==> src/rtl/bus_arbiter_n_if.sv <==
// ---------------------------------------------------------------------------
// bus_arbiter_n_if
// Request/grant bundle between N Wishbone masters, the shared slave and the
// N-master arbiter.
//   cyc_i   : per-master bus request (master cyc, already chip-selected)
//   lock_i  : per-master lock, suppresses forced release of the owner
//   ack_i   : slave ack
//   gnt_o   : one-hot grant, all-zero when idle
//   owner_o : index of the granted master, holds last value when idle
//   cyc_o   : slave cyc qualifier
//   ack_o   : ack steered to the owning master
//   busy_o  : a tenure is in progress
// Modport 'slave' is the arbiter side (it serves master requests);
// modport 'master' is the requester/slave-environment side.
// ---------------------------------------------------------------------------
interface bus_arbiter_n_if #(
    parameter int NMASTERS = 4,
    parameter int OW       = $clog2(NMASTERS)
) ();
    logic [NMASTERS-1:0] cyc_i;
    logic [NMASTERS-1:0] lock_i;
    logic                ack_i;
    logic [NMASTERS-1:0] gnt_o;
    logic [OW-1:0]       owner_o;
    logic                cyc_o;
    logic [NMASTERS-1:0] ack_o;
    logic                busy_o;

    modport slave (
        input  cyc_i, lock_i, ack_i,
        output gnt_o, owner_o, cyc_o, ack_o, busy_o
    );

    modport master (
        output cyc_i, lock_i, ack_i,
        input  gnt_o, owner_o, cyc_o, ack_o, busy_o
    );
endinterface

==> src/rtl/bus_arbiter_n.sv <==
// ---------------------------------------------------------------------------
// bus_arbiter_n
// N-master Wishbone arbiter for one shared slave. Fixed-priority (MODE=0,
// index 0 highest) or round-robin (MODE=1) winner selection, one-cycle grant
// latency, no dead cycle between tenures, and a bounded hold: after MAXHOLD
// acks the owner is forced off when someone else waits, unless it holds lock.
// Ports:
//   clk_i   : system clock
//   reset_n : asynchronous active-low reset
//   bus     : bus_arbiter_n_if.slave (cyc_i/lock_i/ack_i in,
//             gnt_o/owner_o/cyc_o/ack_o/busy_o out)
// gnt_o only moves on an edge that leaves IDLE or meets a release condition,
// so it is safe to drive the downstream adr/dat/sel/we muxes from it.
// ---------------------------------------------------------------------------
module bus_arbiter_n #(
    parameter int NMASTERS = 4,
    parameter int MODE     = 0,
    parameter int MAXHOLD  = 16,
    parameter int OW       = $clog2(NMASTERS)
) (
    input  logic           clk_i,
    input  logic           reset_n,
    bus_arbiter_n_if.slave bus
);

    // MAXHOLD=0 (unlimited) still gets a 1-bit counter that never moves.
    localparam int                  CW        = (MAXHOLD > 0) ? $clog2(MAXHOLD + 1) : 1;
    localparam logic [CW-1:0]       HOLD_LAST = (MAXHOLD > 0) ? CW'(MAXHOLD - 1) : {CW{1'b0}};
    localparam logic [CW-1:0]       HOLD_ONE  = CW'(1);
    localparam logic [NMASTERS-1:0] GNT_ONE   = NMASTERS'(1);
    localparam logic [OW-1:0]       LAST_RST  = OW'(NMASTERS - 1);

    typedef enum logic [0:0] {
        IDLE  = 1'b0,
        GRANT = 1'b1
    } state_t;

    state_t              state_q, state_d;
    logic [NMASTERS-1:0] gnt_q,   gnt_d;
    logic [OW-1:0]       owner_q, owner_d;
    logic [OW-1:0]       last_q,  last_d;
    logic [CW-1:0]       hold_q,  hold_d;

    logic                owner_req_s;
    logic                others_s;
    logic                rel_a_s;
    logic                rel_b_s;
    logic                do_grant_s;
    logic [NMASTERS-1:0] req_mask_s;
    logic [OW-1:0]       win_s;

    // Winner among req: lowest index, or first index at/after last+1 with wrap.
    function automatic logic [OW-1:0] pick_winner(input logic [NMASTERS-1:0] req,
                                                  input logic [OW-1:0]       last);
        logic [OW-1:0] w;
        logic [OW-1:0] ix;
        logic          found;
        int            idx;
        w     = {OW{1'b0}};
        found = 1'b0;
        for (int k = 0; k < NMASTERS; k++) begin
            if (MODE == 1) begin
                idx = int'(last) + 1 + k;
                if (idx >= NMASTERS) begin
                    idx = idx - NMASTERS;
                end else begin
                    idx = idx;
                end
            end else begin
                idx = k;
            end
            ix = OW'(idx);
            if (!found && req[ix]) begin
                w     = ix;
                found = 1'b1;
            end else begin
                w     = w;
                found = found;
            end
        end
        return w;
    endfunction

    // Release conditions and the request set seen by the next arbitration.
    always_comb begin
        owner_req_s = bus.cyc_i[owner_q];
        others_s    = |(bus.cyc_i & ~gnt_q);
        rel_a_s     = (state_q == GRANT) && !owner_req_s;
        // Forced release; natural release (A) wins when both hold.
        rel_b_s     = (MAXHOLD != 0) && (state_q == GRANT) && !rel_a_s &&
                      !bus.lock_i[owner_q] && bus.ack_i &&
                      (hold_q == HOLD_LAST) && others_s;
        if (rel_b_s) begin
            req_mask_s = bus.cyc_i & ~gnt_q;
        end else begin
            req_mask_s = bus.cyc_i;
        end
        win_s = pick_winner(req_mask_s, last_q);
    end

    // Next-state for grant, owner, round-robin pointer and hold counter.
    always_comb begin
        state_d    = state_q;
        gnt_d      = gnt_q;
        owner_d    = owner_q;
        last_d     = last_q;
        hold_d     = hold_q;
        do_grant_s = 1'b0;
        case (state_q)
            IDLE: begin
                do_grant_s = |bus.cyc_i;
                hold_d     = {CW{1'b0}};
            end
            GRANT: begin
                if (rel_a_s || rel_b_s) begin
                    if (|req_mask_s) begin
                        do_grant_s = 1'b1;
                    end else begin
                        state_d = IDLE;
                        gnt_d   = {NMASTERS{1'b0}};
                        hold_d  = {CW{1'b0}};
                    end
                end else if ((MAXHOLD != 0) && bus.ack_i && (hold_q != HOLD_LAST)) begin
                    hold_d = hold_q + HOLD_ONE;
                end else begin
                    // Saturate at HOLD_LAST when nobody else is waiting or lock is set.
                    hold_d = hold_q;
                end
            end
            default: begin
                state_d = IDLE;
                gnt_d   = {NMASTERS{1'b0}};
                hold_d  = {CW{1'b0}};
            end
        endcase
        if (do_grant_s) begin
            // Every grant, including a re-grant to the same index, restarts the tenure.
            state_d = GRANT;
            gnt_d   = GNT_ONE << win_s;
            owner_d = win_s;
            last_d  = win_s;
            hold_d  = {CW{1'b0}};
        end else begin
            state_d = state_d;
        end
    end

    // Arbiter state registers with asynchronous reset.
    always_ff @(posedge clk_i or negedge reset_n) begin
        if (!reset_n) begin
            state_q <= IDLE;
            gnt_q   <= {NMASTERS{1'b0}};
            owner_q <= {OW{1'b0}};
            last_q  <= LAST_RST;
            hold_q  <= {CW{1'b0}};
        end else begin
            state_q <= state_d;
            gnt_q   <= gnt_d;
            owner_q <= owner_d;
            last_q  <= last_d;
            hold_q  <= hold_d;
        end
    end

    // Slave qualifiers and ack steering follow the live inputs in the same cycle.
    assign bus.gnt_o   = gnt_q;
    assign bus.owner_o = owner_q;
    assign bus.busy_o  = |gnt_q;
    assign bus.cyc_o   = |(gnt_q & bus.cyc_i);
    assign bus.ack_o   = gnt_q & {NMASTERS{bus.ack_i}};

endmodule

==> src/flat_wrapper.sv <==
// flat-port wrapper written by rule: the top's interface ports become plain ports
module bus_arbiter_n_flat 
#(
    parameter int NMASTERS = 4,
    parameter int MODE     = 0,
    parameter int MAXHOLD  = 16,
    parameter int OW       = $clog2(NMASTERS)
)
  (clk_i, reset_n, bus_cyc_i, bus_lock_i, bus_ack_i, bus_gnt_o, bus_owner_o, bus_cyc_o, bus_ack_o, bus_busy_o);
  bus_arbiter_n_if #(.NMASTERS(NMASTERS), .OW(OW)) bus_i ();
  input  logic clk_i;
  input  logic reset_n;
  input wire logic [$bits(bus_i.cyc_i)-1:0] bus_cyc_i;
  input wire logic [$bits(bus_i.lock_i)-1:0] bus_lock_i;
  input wire logic [$bits(bus_i.ack_i)-1:0] bus_ack_i;
  output wire logic [$bits(bus_i.gnt_o)-1:0] bus_gnt_o;
  output wire logic [$bits(bus_i.owner_o)-1:0] bus_owner_o;
  output wire logic [$bits(bus_i.cyc_o)-1:0] bus_cyc_o;
  output wire logic [$bits(bus_i.ack_o)-1:0] bus_ack_o;
  output wire logic [$bits(bus_i.busy_o)-1:0] bus_busy_o;
  assign bus_i.cyc_i = bus_cyc_i;
  assign bus_i.lock_i = bus_lock_i;
  assign bus_i.ack_i = bus_ack_i;
  assign bus_gnt_o = bus_i.gnt_o;
  assign bus_owner_o = bus_i.owner_o;
  assign bus_cyc_o = bus_i.cyc_o;
  assign bus_ack_o = bus_i.ack_o;
  assign bus_busy_o = bus_i.busy_o;
  bus_arbiter_n #(.NMASTERS(NMASTERS), .MODE(MODE), .MAXHOLD(MAXHOLD), .OW(OW)) u_core (.clk_i(clk_i), .reset_n(reset_n), .bus(bus_i));
endmodule
==> config.mk <==
export PLATFORM = sky130hd
export DESIGN_NAME = bus_arbiter_n_flat
export DESIGN_NICKNAME = d
export VERILOG_FILES = /design/src/rtl/bus_arbiter_n_if.sv /design/src/rtl/bus_arbiter_n.sv /design/src/flat_wrapper.sv
export SDC_FILE = /design/constraint.sdc
export NUM_CORES = 1
export LEC_CHECK = 0
export BUFFER_PORTS_ARGS = -buffer_cell sky130_fd_sc_hd__buf_4
export CAP_MARGIN = 5
export CORE_ASPECT_RATIO = 0.9
export CORE_UTILIZATION = 50
export DETAILED_ROUTE_END_ITERATION = 12
export MAX_ROUTING_LAYER = met4
export PLACE_DENSITY = 0.85
export SETUP_SLACK_MARGIN = 0.15
export SLEW_MARGIN = 5
export SYNTH_ARGS = -nofsm -noshare
export SYNTH_HDL_FRONTEND = slang
export SYNTH_SLANG_ARGS = --single-unit
==> constraint.sdc <==
create_clock -name clk_i -period 2.3 [get_ports clk_i]
set_input_delay 0.115 -clock clk_i [delete_from_list [all_inputs] [get_ports clk_i]]
set_output_delay 0.115 -clock clk_i [all_outputs]
set_load 0.01 [all_outputs]
==> results.yml, run 1 <==
run_status:
  status: "completed"
timing:
  fin_skew_ps: 14.3
  tightest_slew_ps: 552
  timing.final.ws_setup_ps: 86.8
  fin_setup_tns_ps: 0
  hold_ws_ps: 100
  slew_viol_final: 0
  layout_min_cycle_time_ps: 2210
  period_share_pct: 96.2
  hold_viol_final: 0
  slew_headroom_pct: 63.2
  setup_viol: 0
  rsz0062_at_grt: "true"
  fmax_mhz: 452
pwr:
  p_clk_share_pct: 13.8
  internal-power_w: 0.000776
  irDropWorstVdd_mv: 0.761
  switching_share_pct: 40.8
  pwr_density_cell_nw_per_um2: 1010
  power.switching_w: 0.000536
  pwr-share-comb_pct: 60.9
  leakage_nw: 0.599
  pwr-share-seq_pct: 25.3
die:
  design.die.area_sq_um: 1860
  io_pins: 23
  start_util_pct: 55.7
  die_w_microns: 45.3
  rows: 13
  die_h_microns: 41.0
  core_sq_um: 1510
clocking:
  h-tree-depth: 1
  cts_root_buf: "clkbuf_4"
  clk_pin_slew_ps: 100
  cts_sinks: 12
  cts_made_buffers: 3
  clk-insertion-delay-late_ps: 280
  cts_tree: "built"
  clk_path_buf_depth: 2
hold_path:
  hp-class: "primary input to flop"
route:
  wl_mm: 2.98
  drc: 0
  wl_per_cell_microns: 19.5
  drt_pass1_iterations: 4
  drt-initial-drc-count: 110
  vias: 956
  ant_nets: 0
  via_per_inst: 6.25
logic_synthesis:
  avgSynthCellArea_sq_um: 9.58
  synth_cell_type_count: 41
  synth.area.top_cells: "dfrtp_1 36%, nand2_1 4.9%, nor2_1 3.6%, mux4_1 3.1%, and2_1 3.0%"
  synth_edf_count: 0
  synth_cells: 88
  ys.flop_type: "dfrtp_1"
  syn-num-nets: 101
  synth_top_area_share_pct: 35.6
  ys_seq_area_share_pct: 35.6
  yosys_warnings: 0
  async_reset_ff_share_pct: 100
  ys_seq_elements: 12
  yosysTopAreaCell: "dfrtp_1"
  syn_area_sq_um: 843
setup_path:
  slowest_stage: "mux4_2"
  slowest_delay_ps: 620
  startpoint_type: "flop"
  arrival_ps: 2390
  path_max_fanout: 4
  critPathTopFamily: "multiplexers"
  endpoint_kind: "flop"
  crit_top_cell: "buf_4"
  worstPathRequired_ps: 2470
  path_class: "flop to flop"
  path_buf_inv: 2
  crit_chain: "mux4_2 -> buf_4 -> nor4b_4 -> buf_4 -> a21boi_2 -> o41ai_2"
  rrSetupSlack_ps: 90
placement:
  place_ws_ps: 63.1
  hpwl_mm: 1.61
  gp_congestion: 0.968
  place.port_buffers: 22
grt:
  grt_max_degree: 13
  track_usage_pct: 29.2
  grt_overflow: 0
  antenna_found_initial: 0
  grt_pass1_wl_mm: 3.57
  grt_pass1_vias: 741
job:
  max-cap-violations: 0
cells_and_area:
  antennaDiodeCount: 0
  areaGrowthSynthToFinish_pct: 53.9
  drive_gt1_share_pct: 44.3
  fill_cells: 86
  nets: 145
## sequential cells by signal (all words and copies together), names as in the netlist
register,count
u_core.bus.gnt_o,4
u_core.bus.owner_o,2
u_core.state_q,1
u_core.hold_q,5
## logic make-up after synthesis
family	after synthesis	synth area share, %
flip-flops	12	35.6
multiplexers	3	6.97
AO/OA/AOI/OAI	25	24.6
AND/OR/NAND/NOR	38	24.3
adder cells (fa/ha/maj)	2	2.97
XOR/XNOR	3	3.12
buffers and inverters	5	2.37
## layout by cell type, fill, tap and decap left out, types with 2 or more instances in the layout
cell type	count
nand2b_1	2
dfrtp_1	12
a22oi_1	3
nand2_1	11
nor2_1	8
inv_1	3
o41ai_2	2
xor2_1	2
nor2b_1	4
a22o_1	2
and2_1	4
clkbuf_4	3
buf_4	38
## per-stage QoR
stage	power (W)	area [sq um]	util (%)	instances
floorplan	0.000661	843	-	88
global placement	0.000905	1090	71.9	138
detailed placement	0.000926	1090	71.9	138
CTS	0.00113	1170	77.5	144
global route	0.00137	1300	85.8	153
finish	0.00131	1300	85.8	153
## layer usage
metal | vias up | part of all wire [%] | track usage [%]
li1 | 420 | - | -
met3 | 12 | 9.3 | 7.93
met1 | 447 | 40 | 35.5
met2 | 77 | 48 | 47.8
met5 | - | 0 | -
met4 | 0 | 2.4 | 9.09
## power groups by stage
| stage | clock network (W) | registers, W | logic [W] |
|---|---|---|---|
| 2_1_floorplan | 0 | 0.000365 | 0.000296 |
| 3_3_place_gp | 0 | 0.000325 | 0.000580 |
| 3_5_place_dp | 0 | 0.000331 | 0.000594 |
| 4_1_cts | 0.000175 | 0.000325 | 0.000634 |
| 5_1_grt | 0.000195 | 0.000337 | 0.000840 |
| 6_report | 0.000181 | 0.000332 | 0.000799 |
## path summary, 6_finish.rpt
path                            depth (start not counted)                  start                   to
worst max-delay path                                    6  u_core.bus.owner_o[0]  u_core.bus.gnt_o[3]
worst min-delay path                                    2           bus_cyc_i[1]  u_core.bus.gnt_o[1]
worst max register to register                          6  u_core.bus.owner_o[0]  u_core.bus.gnt_o[3]
worst min register to register                          2       u_core.hold_q[1]     u_core.hold_q[1]
max in group asynchronous                               2                reset_n     u_core.hold_q[0]
min in group asynchronous                               2                reset_n     u_core.hold_q[4]
## synthesized netlist by cell type (all sizes together) (2+ instances only)
library cell / instances
o31ai: 2
a22o: 2
nand2b: 3
o21ai: 2
mux4: 2
a22oi: 3
inv: 3
nand2: 11
ha: 2
and2: 4
o311ai: 2
nor2b: 4
o41ai: 2
dfrtp: 12
xor2: 2
nor2: 8
a21oi: 2
## layout make-up
type / instances / area [sq um] / area share (%)
Multi-Input combinational cell: 71 / 611 / 47.1
Timing Repair Buffer: 41 / 312 / 24.0
Sequential cell: 12 / 300 / 23.1
Clock buffer: 4 / 36.3 / 2.80
Tap cell: 22 / 27.5 / 2.12
Inverter: 3 / 11.3 / 0.868
## what timing repair did
| item | CTS | global route |
|---|---|---|
| pin swaps | 0 | 4 |
| hold buffers | 1 | 0 |
| endpoints found under the hold margin | 12 | 0 |
| setup buffers | 1 | 8 |
| gates cloned | 0 | 1 |
| gates resized for setup | 6 | 10 |
| setup endpoints to repair | 4 | 6 |
No activity file was read; power rests on OpenSTA's default activity.
==> run 2: changes to the inputs <==
Settings changed: CORE_MARGIN from default to 2, CORE_UTILIZATION 50 to 35, PLACE_DENSITY 0.85 to 0.65.
==> run 2 against run 1 <==
Die area rose by 52%. Final cell count fell by 0.65%. Fmax increased by 6.5%. Largest power group unchanged.
==> results.yml, run 2 (synthesis gave the netlist of run 1 again) <==
cells_and_area:
  fin_cells: 152
  regMostFlops: "u_core.hold_q"
  fin_util_pct: 54.8
  areaGrowthSynthToFinish_pct: 44.4
  mostFrequentLayoutCell: "buf_4"
  layout.cells.most_common_list: "34 x buf_4, 11 x nand2_1, 11 x dfrtp_1"
  nets: 139
  largest_register_ffs: 5
  drive_gt1_share_pct: 40.0
  antennaDiodeCount: 0
clocking:
  cts_sinks: 12
  h-tree-depth: 1
  clk_pin_slew_ps: 70
  cts_made_buffers: 3
  cts_root_buf: "clkbuf_4"
  clk_path_buf_depth: 2
  cts_tree: "built"
  clk-insertion-delay-late_ps: 270
setup_path:
  endpoint_kind: "flop"
  path_class: "flop to flop"
  arrival_ps: 2250
  path_max_fanout: 6
  startpoint_type: "flop"
  worstPathRequired_ps: 2480
grt:
  grt_pass1_vias: 709
  grt_overflow: 0
  track_usage_pct: 15.4
  antenna_found_initial: 0
  grt_pass1_wl_mm: 3.27
  grt_max_degree: 13
die:
  io_pins: 23
  design.die.area_sq_um: 2820
  start_util_pct: 38.0
  core_sq_um: 2220
  die_h_microns: 50.6
  die_w_microns: 55.7
  rows: 16
timing:
  hold_viol_final: 0
  fmax_mhz: 481
  slew_viol_final: 0
  fin_setup_tns_ps: 0
  fin_skew_ps: 0.751
  layout_min_cycle_time_ps: 2080
  hold_ws_ps: 119
  tightest_slew_ps: 469
  slew_headroom_pct: 68.7
  period_share_pct: 90.4
  timing.final.ws_setup_ps: 221
  setup_viol: 0
  rsz0062_at_grt: "true"
placement:
  place.port_buffers: 22
  place_ws_ps: 134
  hpwl_mm: 1.53
  dp_cells: 143
  gp_congestion: 0.874
route:
  wl_mm: 2.11
  drt_pass1_iterations: 4
  drc: 0
  via_per_inst: 5.33
  vias: 810
  ant_nets: 0
  wl_per_cell_microns: 13.9
  drt-initial-drc-count: 27
pwr:
  leakage_nw: 0.562
  irDropWorstVdd_mv: 0.594
  pwr_density_cell_nw_per_um2: 946
hold_path:
  hp-class: "primary input to flop"
run_status:
  status: "completed"
job:
  max-cap-violations: 0
## run 2: path summary, 6_finish.rpt
kind,from,cells after the start,to,slack [ps]
setup / recovery,u_core.bus.owner_o[0],4,u_core.bus.gnt_o[3],220
hold / removal,bus_cyc_i[1],2,u_core.bus.gnt_o[1],120
setup reg to reg,u_core.bus.owner_o[0],4,u_core.bus.gnt_o[3],220
hold reg to reg,u_core.hold_q[3],2,u_core.hold_q[3],540
max in group asynchronous,reset_n,2,u_core.bus.owner_o[0],1920
min in group asynchronous,reset_n,2,u_core.bus.gnt_o[1],220
## run 2: power by group
group | internal [W] | switching [W]
Sequential | 0.000274 | 0.0000556
Clock | 0.0000962 | 0.0000691
Combinational | 0.000347 | 0.000311
## run 2: per-stage QoR
stage	total power [W]	cell area [sq um]
final	0.00115	1220
after floorplan	0.000661	843
after global routing	0.00124	1220
after global placement	0.000920	1090
after CTS	0.00110	1140
after detailed placement	0.000925	1090
## run 2: layout make-up
class / count / area (sq um)
Tap cell: 27 / 33.8
Timing Repair Buffer: 35 / 265
Clock buffer: 4 / 36.3
Inverter: 3 / 11.3
Sequential cell: 12 / 302
Multi-Input combinational cell: 71 / 569
Fill cell: 208 / 1000
## run 2: critical path: stages (launching register included)
cell	delay [ps]
dfrtp_2	410
mux4_2	580
o41a_1	480
nand2b_4	190
o41ai_2	330
## run 2: per-layer routing
layer | global-route usage, % | share of wire (%) | wire length, microns | up-vias
met2 | 23.0 | 47 | 991 | 24
met5 | - | 0 | 0 | -
li1 | - | - | - | 412
met4 | 1.22 | 0.43 | 9 | 0
met3 | 5.41 | 5.5 | 116 | 2
met1 | 20.9 | 47 | 995 | 372
## run 2: what timing repair did
action                     CTS  global route
hold buffers                 1             0
hold endpoints to repair    12             0
setup endpoints to repair    4             6
pin swaps                    0             1
gates resized for setup      1             9
setup buffers                0             4
